--- config.mk ---
export PLATFORM = sky130hd
export DESIGN_NAME = vga_timing_gen_flat
export DESIGN_NICKNAME = d
export VERILOG_FILES = /design/src/rtl/vga_timing_gen_pkg.sv /design/src/rtl/vga_timing_gen_if.sv /design/src/rtl/vga_timing_gen_sync_delay.sv /design/src/rtl/vga_timing_gen.sv /design/src/flat_wrapper.sv
export SDC_FILE = /design/constraint.sdc
export NUM_CORES = 1
export LEC_CHECK = 0
export ABC_CLOCK_PERIOD_IN_PS = 1900
export CELL_PAD_IN_SITES_DETAIL_PLACEMENT = 0
export CELL_PAD_IN_SITES_GLOBAL_PLACEMENT = 1
export CORE_MARGIN = 2
export CORE_UTILIZATION = 24
export DETAILED_ROUTE_END_ITERATION = 16
export PLACE_DENSITY = 0.6
export SLEW_MARGIN = 0
export SYNTH_ARGS = -nofsm -noshare
export SYNTH_HDL_FRONTEND = slang
export SYNTH_SLANG_ARGS = --single-unit
--- constraint.sdc ---
create_clock -name clk -period 1.9 [get_ports clk]
set_input_delay 0.57 -clock clk [delete_from_list [all_inputs] [get_ports clk]]
set_output_delay 0.57 -clock clk [all_outputs]
set_load 0.005 [all_outputs]
--- src/rtl/vga_timing_gen_pkg.sv ---
// vga_timing_pkg
// Purpose : default 640x480@60 Hz VGA timing constants shared by the timing
//           generator and the downstream pixel/ROM/palette stages.
// Contents: DEF_* porch/sync/visible sizes, derived totals, sync windows,
//           coordinate type and a window-decode helper.
package vga_timing_pkg;

  typedef logic [9:0] coord_t;

  localparam int DEF_H_DISPLAY = 640;
  localparam int DEF_H_FRONT   = 16;
  localparam int DEF_H_SYNC    = 96;
  localparam int DEF_H_BACK    = 48;
  localparam int DEF_V_DISPLAY = 480;
  localparam int DEF_V_BOTTOM  = 10;
  localparam int DEF_V_SYNC    = 2;
  localparam int DEF_V_TOP     = 33;

  localparam int DEF_H_TOTAL = DEF_H_DISPLAY + DEF_H_FRONT + DEF_H_SYNC + DEF_H_BACK;
  localparam int DEF_V_TOTAL = DEF_V_DISPLAY + DEF_V_BOTTOM + DEF_V_SYNC + DEF_V_TOP;

  // Inclusive sync windows in counter coordinates.
  localparam int DEF_H_SYNC_START = DEF_H_DISPLAY + DEF_H_FRONT;
  localparam int DEF_H_SYNC_END   = DEF_H_SYNC_START + DEF_H_SYNC - 1;
  localparam int DEF_V_SYNC_START = DEF_V_DISPLAY + DEF_V_BOTTOM;
  localparam int DEF_V_SYNC_END   = DEF_V_SYNC_START + DEF_V_SYNC - 1;

  // Unsigned inclusive window test on a 10-bit coordinate.
  function automatic logic in_window(coord_t pos, coord_t lo, coord_t hi);
    return (pos >= lo) && (pos <= hi);
  endfunction

endpackage

--- src/rtl/vga_timing_gen_if.sv ---
// vga_timing_if
// Purpose : bundles the raster timing signals between the generator and the
//           pixel stage.
// Signals : en (pixel advance), hpos/vpos (current coordinate), display_on,
//           hsync/vsync (delayed sync), line_start/frame_start (strobes),
//           frame_cnt (completed frames).
// Modports: master = timing generator, slave = downstream consumer.
//
// Handshake: there is no valid/ready pair. en is a per-cycle qualifier from
// the consumer side: every clk with en=1 advances one pixel, en=0 freezes the
// counters. All other signals are decoded from the current counter state and
// are valid every cycle; the strobes are qualified by en so a consumer may
// treat them as single-pixel events.
interface vga_timing_if;
  import vga_timing_pkg::*;

  logic       en;
  coord_t     hpos;
  coord_t     vpos;
  logic       display_on;
  logic       hsync;
  logic       vsync;
  logic       line_start;
  logic       frame_start;
  logic [7:0] frame_cnt;

  modport master (
    input  en,
    output hpos, vpos, display_on, hsync, vsync,
           line_start, frame_start, frame_cnt
  );

  modport slave (
    output en,
    input  hpos, vpos, display_on, hsync, vsync,
           line_start, frame_start, frame_cnt
  );
endinterface

--- src/rtl/vga_timing_gen_sync_delay.sv ---
// vga_sync_delay
// Purpose : N-stage shift register with asynchronous reset to a fixed level;
//           realigns a raw sync with registered RGB further down the path.
// Ports   : clk, rst_n (async active-low), i_d (raw level), o_q (delayed).
module vga_sync_delay #(
  parameter int   N         = 1,
  parameter logic RESET_VAL = 1'b1
) (
  input  logic clk,
  input  logic rst_n,
  input  logic i_d,
  output logic o_q
);

  logic [N-1:0] r_sh;

  // Shifts every clk, independent of pixel enable, so latency is in clk units.
  always_ff @(posedge clk or negedge rst_n) begin
    if (!rst_n) begin
      r_sh <= {N{RESET_VAL}};
    end else begin
      r_sh[0] <= i_d;
      for (int i = 1; i < N; i++) begin
        r_sh[i] <= r_sh[i-1];
      end
    end
  end

  assign o_q = r_sh[N-1];

endmodule

--- src/rtl/vga_timing_gen.sv ---
// vga_timing_gen
// Purpose : VGA raster timing. Horizontal/vertical counters advance on en,
//           coordinates and display window are decoded combinationally, sync
//           pulses are delayed SYNC_DELAY clks to meet registered RGB.
// Ports   : clk, rst_n (async active-low), vga (vga_timing_if.master:
//           en in; hpos, vpos, display_on, hsync, vsync, line_start,
//           frame_start, frame_cnt out).
module vga_timing_gen
  import vga_timing_pkg::*;
#(
  parameter int   H_DISPLAY   = DEF_H_DISPLAY,
  parameter int   H_FRONT     = DEF_H_FRONT,
  parameter int   H_SYNC      = DEF_H_SYNC,
  parameter int   H_BACK      = DEF_H_BACK,
  parameter int   V_DISPLAY   = DEF_V_DISPLAY,
  parameter int   V_BOTTOM    = DEF_V_BOTTOM,
  parameter int   V_SYNC      = DEF_V_SYNC,
  parameter int   V_TOP       = DEF_V_TOP,
  parameter logic SYNC_ACTIVE = 1'b0,
  parameter int   SYNC_DELAY  = 1
) (
  input  logic            clk,
  input  logic            rst_n,
  vga_timing_if.master    vga
);

  localparam int H_TOTAL = H_DISPLAY + H_FRONT + H_SYNC + H_BACK;
  localparam int V_TOTAL = V_DISPLAY + V_BOTTOM + V_SYNC + V_TOP;

  // Counters are 10 bits; anything larger cannot be represented.
  if (H_TOTAL > 1024 || V_TOTAL > 1024) begin : g_bad_totals
    $error("vga_timing_gen: H_TOTAL/V_TOTAL must not exceed 1024");
  end
  if (SYNC_DELAY < 1 || SYNC_DELAY > 4) begin : g_bad_delay
    $error("vga_timing_gen: SYNC_DELAY must be in 1..4");
  end

  localparam coord_t H_LAST   = coord_t'(H_TOTAL - 1);
  localparam coord_t V_LAST   = coord_t'(V_TOTAL - 1);
  localparam coord_t H_VIS    = coord_t'(H_DISPLAY);
  localparam coord_t V_VIS    = coord_t'(V_DISPLAY);
  localparam coord_t HS_START = coord_t'(H_DISPLAY + H_FRONT);
  localparam coord_t HS_END   = coord_t'(H_DISPLAY + H_FRONT + H_SYNC - 1);
  localparam coord_t VS_START = coord_t'(V_DISPLAY + V_BOTTOM);
  localparam coord_t VS_END   = coord_t'(V_DISPLAY + V_BOTTOM + V_SYNC - 1);

  coord_t     r_hpos;
  coord_t     r_vpos;
  logic [7:0] r_frame_cnt;

  logic w_h_last;
  logic w_v_last;
  logic w_hsync_lvl;
  logic w_vsync_lvl;
  logic w_hsync;
  logic w_vsync;

  assign w_h_last = (r_hpos == H_LAST);
  assign w_v_last = (r_vpos == V_LAST);

  // Both wraps and the frame increment share one edge at the last pixel.
  always_ff @(posedge clk or negedge rst_n) begin
    if (!rst_n) begin
      r_hpos      <= '0;
      r_vpos      <= '0;
      r_frame_cnt <= '0;
    end else if (vga.en) begin
      if (w_h_last) begin
        r_hpos <= '0;
        if (w_v_last) begin
          r_vpos      <= '0;
          r_frame_cnt <= r_frame_cnt + 8'd1;
        end else begin
          r_vpos <= r_vpos + 10'd1;
        end
      end else begin
        r_hpos <= r_hpos + 10'd1;
      end
    end
  end

  // Raw sync as an output level; the delay line resets to the inactive level.
  assign w_hsync_lvl = in_window(r_hpos, HS_START, HS_END) ? SYNC_ACTIVE : ~SYNC_ACTIVE;
  assign w_vsync_lvl = in_window(r_vpos, VS_START, VS_END) ? SYNC_ACTIVE : ~SYNC_ACTIVE;

  vga_sync_delay #(.N(SYNC_DELAY), .RESET_VAL(~SYNC_ACTIVE)) u_hsync_dly (
    .clk   (clk),
    .rst_n (rst_n),
    .i_d   (w_hsync_lvl),
    .o_q   (w_hsync)
  );

  vga_sync_delay #(.N(SYNC_DELAY), .RESET_VAL(~SYNC_ACTIVE)) u_vsync_dly (
    .clk   (clk),
    .rst_n (rst_n),
    .i_d   (w_vsync_lvl),
    .o_q   (w_vsync)
  );

  assign vga.hpos        = r_hpos;
  assign vga.vpos        = r_vpos;
  assign vga.frame_cnt   = r_frame_cnt;
  assign vga.display_on  = (r_hpos < H_VIS) && (r_vpos < V_VIS);
  assign vga.line_start  = vga.en && (r_hpos == 10'd0);
  assign vga.frame_start = vga.en && (r_hpos == 10'd0) && (r_vpos == 10'd0);
  assign vga.hsync       = w_hsync;
  assign vga.vsync       = w_vsync;

endmodule

--- src/flat_wrapper.sv ---
// flat-port wrapper written by rule: the top's interface ports become plain ports
module vga_timing_gen_flat import vga_timing_pkg::*;
#(
  parameter int   H_DISPLAY   = DEF_H_DISPLAY,
  parameter int   H_FRONT     = DEF_H_FRONT,
  parameter int   H_SYNC      = DEF_H_SYNC,
  parameter int   H_BACK      = DEF_H_BACK,
  parameter int   V_DISPLAY   = DEF_V_DISPLAY,
  parameter int   V_BOTTOM    = DEF_V_BOTTOM,
  parameter int   V_SYNC      = DEF_V_SYNC,
  parameter int   V_TOP       = DEF_V_TOP,
  parameter logic SYNC_ACTIVE = 1'b0,
  parameter int   SYNC_DELAY  = 1
)
  (clk, rst_n, vga_en, vga_hpos, vga_vpos, vga_display_on, vga_hsync, vga_vsync, vga_line_start, vga_frame_start, vga_frame_cnt);
  vga_timing_if vga_i ();
  input  logic clk;
  input  logic rst_n;
  input wire logic [$bits(vga_i.en)-1:0] vga_en;
  output wire logic [$bits(vga_i.hpos)-1:0] vga_hpos;
  output wire logic [$bits(vga_i.vpos)-1:0] vga_vpos;
  output wire logic [$bits(vga_i.display_on)-1:0] vga_display_on;
  output wire logic [$bits(vga_i.hsync)-1:0] vga_hsync;
  output wire logic [$bits(vga_i.vsync)-1:0] vga_vsync;
  output wire logic [$bits(vga_i.line_start)-1:0] vga_line_start;
  output wire logic [$bits(vga_i.frame_start)-1:0] vga_frame_start;
  output wire logic [$bits(vga_i.frame_cnt)-1:0] vga_frame_cnt;
  assign vga_i.en = vga_en;
  assign vga_hpos = vga_i.hpos;
  assign vga_vpos = vga_i.vpos;
  assign vga_display_on = vga_i.display_on;
  assign vga_hsync = vga_i.hsync;
  assign vga_vsync = vga_i.vsync;
  assign vga_line_start = vga_i.line_start;
  assign vga_frame_start = vga_i.frame_start;
  assign vga_frame_cnt = vga_i.frame_cnt;
  vga_timing_gen #(.H_DISPLAY(H_DISPLAY), .H_FRONT(H_FRONT), .H_SYNC(H_SYNC), .H_BACK(H_BACK), .V_DISPLAY(V_DISPLAY), .V_BOTTOM(V_BOTTOM), .V_SYNC(V_SYNC), .V_TOP(V_TOP), .SYNC_ACTIVE(SYNC_ACTIVE), .SYNC_DELAY(SYNC_DELAY)) u_core (.clk(clk), .rst_n(rst_n), .vga(vga_i));
endmodule
==> impl_metrics.tcl, run 1 <==
set metrics [dict create \
    outcome "complete, but fails checks" \
    failed_checks "setup timing" \
    crit_arrival_ps 1590 \
    clock_latency_ps 280 \
    r2r_setup_slack_ps 80 \
    worst_path_most_repeated_cell "and4_1" \
    power_density_nw_per_um2 741.6 \
    skew_ps 7.567 \
    h-tree-depth 2 \
    swShare_pct 26.40 \
    p_leak_nw 1.333 \
    r2r_end "u_core.vga.frame_cnt[1]" \
    start_util_pct 25.04 \
    syn_nets 158 \
    fmax_mhz 463.2 \
    dieHeight_um 85.63 \
    slowest_delay_ps 400 \
    min_path_cells 1 \
    pwr-share-seq_pct 38.7 \
    rows 29 \
    wl_per_cell_um 13.72 \
    ys_warn_count 0 \
    gp_congestion 0.7544 \
    power_mw 1.904 \
    cap_violations 0 \
    rr_startpoint "u_core.vga.hpos[7]" \
    drcViolationCount 0 \
    clockBufferDepth 2 \
    overflow 0 \
    dpl_worst_slack_ps -956.9 \
    yosysSeqAreaShare_pct 47.10 \
    die_area_sq_um 7332 \
    drtPass1Iterations 4 \
    p_switching_mw 0.5027 \
    fin_crit_ps 2159 \
    layout_commonest_cell "buf_4" \
    critPathKind "reg2out" \
    root_buffer "clkbuf_8" \
    area_growth_pct 60.56 \
    setup_viol 3 \
    ioPinCount 36 \
    dp_hpwl_um 3133 \
    synth_top_area_cell "dfrtp_1" \
    critPathRequiredTime_ps 1330 \
    num_antenna_cells 0 \
    finalMaxSlewViolations 0 \
    placed_area_sq_um 2317 \
    intPower_mw 1.401 \
    hold_class "reg2reg" \
    clock_sinks 30 \
    clkSlewWorstSetupHoldPaths_ps 70 \
    yosys-top-cells-area "dfrtp_1 (44%), xor2_1 (6.6%), ha_1 (3.9%)" \
    finalSetupTns_ps -383.6 \
    synth_area_sq_um 1599 \
    final_nets 243 \
    critical_path_depth 5 \
    setup_ws_ps -258.9 \
    synth_seq_cells 30 \
    routed_via_density 4.513 \
    startpoint_type "flip-flop" \
    port-buffer-count 35 \
    grt_usage_pct 12.56 \
    grt_pass1_vias 1429 \
    combPwrFrac_pct 26.7 \
    pwr-share-clk_pct 34.7 \
    place_inst 298 \
    worstPathCellList "nor4b_2, and4_1, buf_4, and4_1, buf_2" \
    cts_hold_buf 0 \
    grt_pass1_wl_um 7107 \
    synth_top_area_share_pct 43.82 \
    reg2regPathDepth 6 \
    crit_fanout 2 \
    final_cell_mix "buf_4 (38), dfrtp_1 (28), clkdlybuf4s50_1 (19), nand3_1 (12), xor2_1 (12)" \
    peakVddDrop_v 0.0003957 \
    drive_gt1_share_pct 31.06 \
    grt_setup_unrepaired "true" \
    slew_headroom_pct 72.34 \
    netlist_instances 150 \
    core_area_sq_um 6386 \
    antenna_found_initial 0 \
    drtIter0Drc 42 \
    grt_max_degree 31 \
    path_buf_inv 2 \
    min_to "u_core.vga.frame_cnt[7]" \
    cts_tree "done" \
    final_area_sq_um 2567 \
    num_vias 1408 \
    numCtsBuffers 5 \
    antenna_left 0 \
    post-route-period-util_pct 113.6 \
    worst_pin_slew_ps 413.4 \
    hold_start "u_core.vga.frame_cnt[7]" \
    ys_types 33 \
    hold_viol 0 \
    wl_um 4282 \
    die_w_um 85.63 \
    final_cells 312 \
    end_kind "output port" \
    avgSynthCellArea_sq_um 10.66 \
    crit_family "simple AND/OR/NAND/NOR gates" \
    cp_slowest_cell "dfrtp_1" \
]
[power groups by stage]
stage	combinational, mW	clock [mW]	sequential, mW
5_1_grt	0.560	0.718	0.744
3_3_place_gp	0.486	0	0.731
3_5_place_dp	0.488	0	0.731
4_1_cts	0.505	0.681	0.735
2_1_floorplan	0.122	0	0.787
6_report	0.508	0.660	0.736
[per-layer routing]
| layer | track usage (%) | routed length (um) | vias to the layer above |
|---|---|---|---|
| met1 | 16.91 | 2068 | 675 |
| met3 | 3.754 | 118 | 2 |
| met5 | 0 | 0 | - |
| met4 | 4.329 | 43 | 0 |
| met2 | 19.18 | 2052 | 23 |
| li1 | - | - | 708 |
[worst register-to-register path, cell delays in order (launching register included)]
cell and delay, ps:
dfrtp_1 400, buf_4 140, buf_6 120, and4b_2 360, nand3_4 160, nor2_2 190
mux2_1 330
[per-stage QoR]
| stage | utilization, % | hold slack [ps] |
|---|---|---|
| global placement | 36.29 | 459.3 |
| finish | 40.20 | 471.2 |
| detailed placement | 36.29 | 459.9 |
| global route | 40.20 | 511.8 |
| floorplan | - | 274.4 |
| CTS | 38.62 | 473.9 |
[cell usage after synthesis]
library cell / instances
a21oi_1: 1
a31oi_1: 1
and2_1: 1
and3_1: 7
and3_2: 2
and4_1: 5
and4b_1: 1
buf_4: 1
buf_6: 3
dfrtp_1: 28
dfstp_2: 2
ha_1: 5
inv_1: 6
mux2_1: 1
mux2i_1: 3
nand2_1: 11
nand3_1: 12
nand3_2: 1
nand3_4: 1
nand4_1: 8
nor2_1: 5
nor2_2: 1
nor2b_1: 2
nor3_1: 8
nor4_4: 2
nor4b_1: 2
nor4bb_1: 1
o21a_1: 1
o21ai_0: 8
o22ai_1: 1
or4b_2: 1
xnor2_1: 6
xor2_1: 12
[flip-flops by register name (all words and copies together), names as in the netlist]
register                cells
u_core.vga.hpos            10
u_core.vga.vpos            10
u_core.vga.frame_cnt        8
u_core.u_hsync_dly.o_q      1
u_core.u_vsync_dly.o_q      1
[kinds of logic after synthesis]
group                      count (synthesis)  synth area share (%)
adders and majority gates                  5                 3.912
muxes                                      4                 2.582
xor gates and xnor gates                  18                 9.859
buffers and inverters                     10                 3.991
AOI/OAI and AO/OA                         12                 4.069
and+or+nand+nor                           71                 28.48
DFF                                       30                 47.10
[cell type report]
| cell class | instances | area (sq um) |
|---|---|---|
| clock inverter | 1 | 30.03 |
| clock buffer | 6 | 82.58 |
| timing repair buffer | 82 | 755.7 |
| sequential | 30 | 753.2 |
| inverter | 6 | 22.52 |
| multi-input combinational | 110 | 827.0 |
| tap | 77 | 96.34 |
| fill | 652 | 3819 |
[worst max-delay path by stage]
stage	start	endpoint
detailed placement	vga_en	vga_frame_start
global route	u_core.vga.hpos[8]	vga_frame_start
CTS	u_core.vga.hpos[8]	vga_frame_start
finish	u_core.vga.hpos[8]	vga_frame_start
floorplan	vga_en	vga_frame_start
global placement	vga_en	vga_frame_start
[timing repair]
| action | in CTS | in global routing |
|---|---|---|
| endpoints found under the hold margin | 0 | 0 |
| gates resized for setup | 27 | 17 |
| pin swaps | 2 | 4 |
| buffers inserted | 1 | 7 |
| setup endpoints to repair | 17 | 16 |
(Power assumes the default switching activity.)
==> inputs of run 2 (changes only) <==
==> constraint.sdc (replaced) <==
create_clock -name clk -period 1.9 [get_ports clk]
set_input_delay 0.475 -clock clk [delete_from_list [all_inputs] [get_ports clk]]
set_output_delay 0.475 -clock clk [all_outputs]
set_load 0.005 [all_outputs]
==> impl_metrics.tcl, run 2 (synthesis gave the netlist of run 1 again) <==
set metrics [dict create \
    startpoint_type "flip-flop" \
    grt_setup_unrepaired "true" \
    p_leak_nw 1.156 \
    crit_arrival_ps 1540 \
    hold_slack_ps 468.9 \
    use_met1_pct 16.53 \
    overflow 0 \
    cts_hold_buf 0 \
    dpl_worst_slack_ps -787.7 \
    critPathKind "reg2out" \
    top_usage_layer "met2" \
    critPathRequiredTime_ps 1420 \
    layout_commonest_cell "buf_4" \
    r2r_setup_slack_ps 140 \
    grt_use_met3_pct 2.695 \
    clock_latency_ps 280 \
    worst_path_most_repeated_cell "and4_1" \
    die_area_sq_um 7332 \
    slew_headroom_pct 73.45 \
    end_kind "output port" \
    skew_ps 5.177 \
    die_w_um 85.63 \
    grtUsageMet2_pct 19.18 \
    post-route-period-util_pct 106.3 \
    drcViolationCount 0 \
    failed_checks "setup timing" \
    crit_fanout 2 \
    root_buffer "clkbuf_8" \
    clkSlewWorstSetupHoldPaths_ps 70 \
    antenna_left 0 \
    peakVddDrop_v 0.0003138 \
    fmax_mhz 495.3 \
    rr_startpoint "u_core.vga.hpos[0]" \
    cp_slowest_cell "dfrtp_1" \
    numCtsBuffers 5 \
    h-tree-depth 2 \
    hold_class "reg2reg" \
    port-buffer-count 35 \
    final_cells 304 \
    num_vias 1383 \
    power_density_nw_per_um2 722.8 \
    antenna_found_initial 0 \
    wl_um 4105 \
    clockBufferDepth 2 \
    fill_cells 670 \
    clock_sinks 30 \
    r2r_end "u_core.vga.frame_cnt[1]" \
    cp-endpoint "vga_frame_start" \
    grt_usage_pct 12.19 \
    wl_per_cell_um 13.50 \
    startpoint "u_core.vga.hpos[8]" \
    dieHeight_um 85.63 \
    slowest_delay_ps 390 \
    rows 29 \
    hold_viol 0 \
    drtIter0Drc 125 \
    dp_hpwl_um 3108 \
    start_util_pct 25.04 \
    cap_violations 0 \
    num_antenna_cells 0 \
    outcome "complete, but fails checks" \
    final_nets 235 \
    area_growth_pct 50.86 \
    worstPathCellList "nor4b_2, and4_1, buf_4, and4_1, buf_2" \
    reg2regPathDepth 6 \
    routed_via_density 4.549 \
    worst_pin_slew_ps 398.2 \
    grt_max_degree 31 \
    place_inst 296 \
    setup_viol 1 \
    grt_pass1_vias 1424 \
    final_cell_mix "buf_4 (39), clkdlybuf4s50_1 (31), dfrtp_1 (28), nand3_1 (12), xor2_1 (12)" \
    gp_congestion 0.7561 \
    setup_ws_ps -119.0 \
    drive_gt1_share_pct 27.31 \
    fin_crit_ps 2019 \
    core_area_sq_um 6386 \
    cts_tree "done" \
    grt_pass1_wl_um 6969 \
    drtPass1Iterations 4 \
    finalMaxSlewViolations 0 \
    ioPinCount 36 \
]
## run 2: cell types whose count changed in the layout (fill, tap and decap cells not counted), sizes merged
cell,previous run,this run
clkdlybuf4s50,19,31
dlymetal6s2s,9,0
buf,50,42
dlygate4sd2,3,1
bufinv,1,0
clkbuf,6,7
clkdlybuf4s15,1,0
## run 2: repair_timing
item                       CTS  global route
resized for setup           17             4
buffers inserted             2             1
pin swaps                    4             3
setup endpoints to repair    4             5
## run 2: how the worst min path moves through the flow
stage | to | cells past startpoint | slack, ps | from
after floorplan | u_core.vga.frame_cnt[0] | 0 | 180 | rst_n
after global placement | u_core.vga.frame_cnt[7] | 1 | 460 | u_core.vga.frame_cnt[7]
after detailed placement | u_core.vga.frame_cnt[7] | 1 | 460 | u_core.vga.frame_cnt[7]
after CTS | u_core.vga.frame_cnt[7] | 1 | 470 | u_core.vga.frame_cnt[7]
after global routing | u_core.vga.frame_cnt[7] | 1 | 500 | u_core.vga.frame_cnt[7]
final | u_core.vga.frame_cnt[7] | 1 | 470 | u_core.vga.frame_cnt[7]
## run 2: worst max-delay path: cells and delay by family, from the launching register on
family / cells / cell delay (ps)
buf+inv: 2 / 220
flops: 1 / 390
simple gates: 3 / 660
## run 2: cell type report
class                      count  area (sq um)  share of cell area, %
multi-input combinational    110         820.8                  34.02
inverter                       6         22.52                 0.9336
clock buffer                   7         86.33                  3.579
timing repair buffer          74         633.1                  26.24
sequential                    30         753.2                  31.22
tap                           77         96.34                  3.994
## run 2: layer usage
metal | routed length, um | up-vias | share of wire (%)
met5 | 0 | - | 0
met4 | 57 | 0 | 1.4
met1 | 2009 | 658 | 49
met3 | 105 | 5 | 2.6
li1 | - | 698 | -
met2 | 1932 | 22 | 47
## run 2: where the power goes
part / total [mW] / switching (mW) / internal, mW
sequential: 0.732 / 0.0385 / 0.694
clock: 0.523 / 0.236 / 0.287
combinational: 0.488 / 0.217 / 0.271
## run 2: per-stage QoR
| stage | utilization [%] | setup TNS (ps) | cell area [sq um] | power [mW] |
|---|---|---|---|---|
| finish | 37.77 | -119.0 | 2412 | 1.744 |
| global route | 37.77 | -214.1 | 2412 | 1.856 |
| CTS | 37.42 | -182.8 | 2390 | 1.758 |
| detailed placement | 35.85 | -6159 | 2290 | 1.216 |
| global placement | 35.85 | -5574 | 2290 | 1.212 |
| floorplan | - | 0 | 1599 | 0.9092 |
==> inputs of run 3 (changes only) <==
- DONT_BUFFER_PORTS: not set -> 1
- PLACE_DENSITY: 0.6 -> 0.51
==> impl_metrics.tcl, run 3 (synthesis gave the netlist of run 1 again) <==
set metrics [dict create \
    pwr-share-seq_pct 47.4 \
    setup_viol 1 \
    fmax_mhz 523.2 \
    wl_met3_um 266 \
    antenna_left 0 \
    final_cell_mix "dfrtp_1 (27), buf_4 (16), nand3_1 (12), xor2_1 (12), nand2_1 (11)" \
    antenna_found_initial 0 \
    grt_usage_pct 11.76 \
    end_kind "output port" \
    swShare_pct 29.19 \
    final_nets 180 \
    post-route-period-util_pct 100.6 \
    rows 29 \
    clock_latency_ps 270 \
    critPathKind "reg2out" \
    p_leak_nw 0.9142 \
    crit_arrival_ps 1440 \
    clockBufferDepth 2 \
    slew_headroom_pct 80.76 \
    intPower_mw 1.145 \
    port-buffer-count 0 \
    worst_pin_slew_ps 288.3 \
    setup_ws_ps -11.21 \
    combPwrFrac_pct 20.6 \
    ioPinCount 36 \
    top_layer "met4" \
    wl_met1_um 1751 \
    core_area_sq_um 6386 \
    h-tree-depth 2 \
    finalMaxSlewViolations 0 \
    failed_checks "setup timing" \
    crit_fanout 2 \
    route.met2.wl_um 1898 \
    critPathRequiredTime_ps 1420 \
    die_w_um 85.63 \
    grt_setup_unrepaired "true" \
    gp_congestion 0.8116 \
    cap_violations 0 \
    layout_commonest_cell "dfrtp_1" \
    numCtsBuffers 5 \
    area_growth_pct 21.60 \
    clock_sinks 30 \
    overflow 0 \
    start_util_pct 25.04 \
    hold_class "in2async" \
    peakVddDrop_v 0.0003380 \
    die_area_sq_um 7332 \
    num_antenna_cells 0 \
    power_density_nw_per_um2 831.5 \
    dp_hpwl_um 2885 \
    utilization_pct 30.45 \
    startpoint_type "flip-flop" \
    drtIter0Drc 56 \
    p_switching_mw 0.4719 \
    wl_per_cell_um 16.02 \
    drive_gt1_share_pct 26.16 \
    dieHeight_um 85.63 \
    root_buffer "clkbuf_8" \
    skew_ps 6.056 \
    pwr-share-clk_pct 32.0 \
    drtPass1Iterations 4 \
    grt_pass1_wl_um 6686 \
    cts_tree "done" \
    routed_via_density 4.843 \
    fin_crit_ps 1911 \
    clkSlewWorstSetupHoldPaths_ps 60 \
    dpl_worst_slack_ps 143.1 \
    outcome "complete, but fails checks" \
    grt_pass1_vias 1238 \
    num_vias 1206 \
    drcViolationCount 0 \
    grt_max_degree 29 \
    wl_um 3990 \
    hold_viol 0 \
]
-- run 3: final cells by class --
type / instances / area [sq um]
clock buffers: 7 / 86.33
inverters: 6 / 25.02
repair buffers: 19 / 162.7
well taps: 77 / 96.34
flip-flops and latches: 30 / 754.5
multi-input cells: 110 / 819.5
fillers: 683 / 4442
-- run 3: routing by layer --
metal / global-route usage (%) / vias to the layer above
met3: 4.812 / 6
met1: 14.51 / 582
met4: 5.339 / 0
li1: - / 586
met2: 17.97 / 32
met5: 0 / -
-- run 3: power groups by stage --
stage                     Clock [mW]  Combinational (mW)  Sequential [mW]
after floorplan                    0               0.122            0.787
after global placement             0               0.279            0.769
after detailed placement           0               0.281            0.772
after CTS                      0.540               0.340            0.764
after global routing           0.572               0.373            0.779
final                          0.518               0.333            0.766
-- run 3: path summary, 6_finish.rpt --
kind | startpoint | end | slack (ps) | cells after the start
setup reg to reg | u_core.vga.hpos[0] | u_core.vga.vpos[0] | 130 | 7
setup / recovery | u_core.vga.hpos[9] | vga_frame_start | -10 | 3
max in group asynchronous | rst_n | u_core.vga.vpos[5] | 1700 | 1
hold / removal | rst_n | u_core.vga.frame_cnt[0] | 20 | 1
min in group clk | vga_en | u_core.vga.hpos[0] | 300 | 1
hold reg to reg | u_core.vga.frame_cnt[7] | u_core.vga.frame_cnt[7] | 500 | 1
-- run 3: critical path: stages (launching register included) --
cell and delay, ps:
dfrtp_1 400, nor4b_2 290, and4_4 280, and4_1 210
-- run 3: repair_timing --
action | 4_1_cts | 5_1_grt
pin swaps | 2 | 1
hold buffers | 1 | 0
gates resized for setup | 13 | 2
buffers inserted | 2 | 0
endpoints found under the setup margin | 3 | 4
endpoints found under the hold margin | 28 | 0
-- run 3: per-stage QoR --
step / instances / hold slack, ps / TNS, ps / cell area, sq um / total power [mW]
after CTS: 249 / 14.78 / -29.47 / 1938 / 1.644
after global routing: 249 / 15.38 / -81.71 / 1944 / 1.723
after detailed placement: 239 / 181.0 / 0 / 1774 / 1.054
after global placement: 239 / 180.9 / 0 / 1774 / 1.048
final: 249 / 17.31 / -11.21 / 1944 / 1.617
after floorplan: 150 / 179.4 / 0 / 1599 / 0.9092
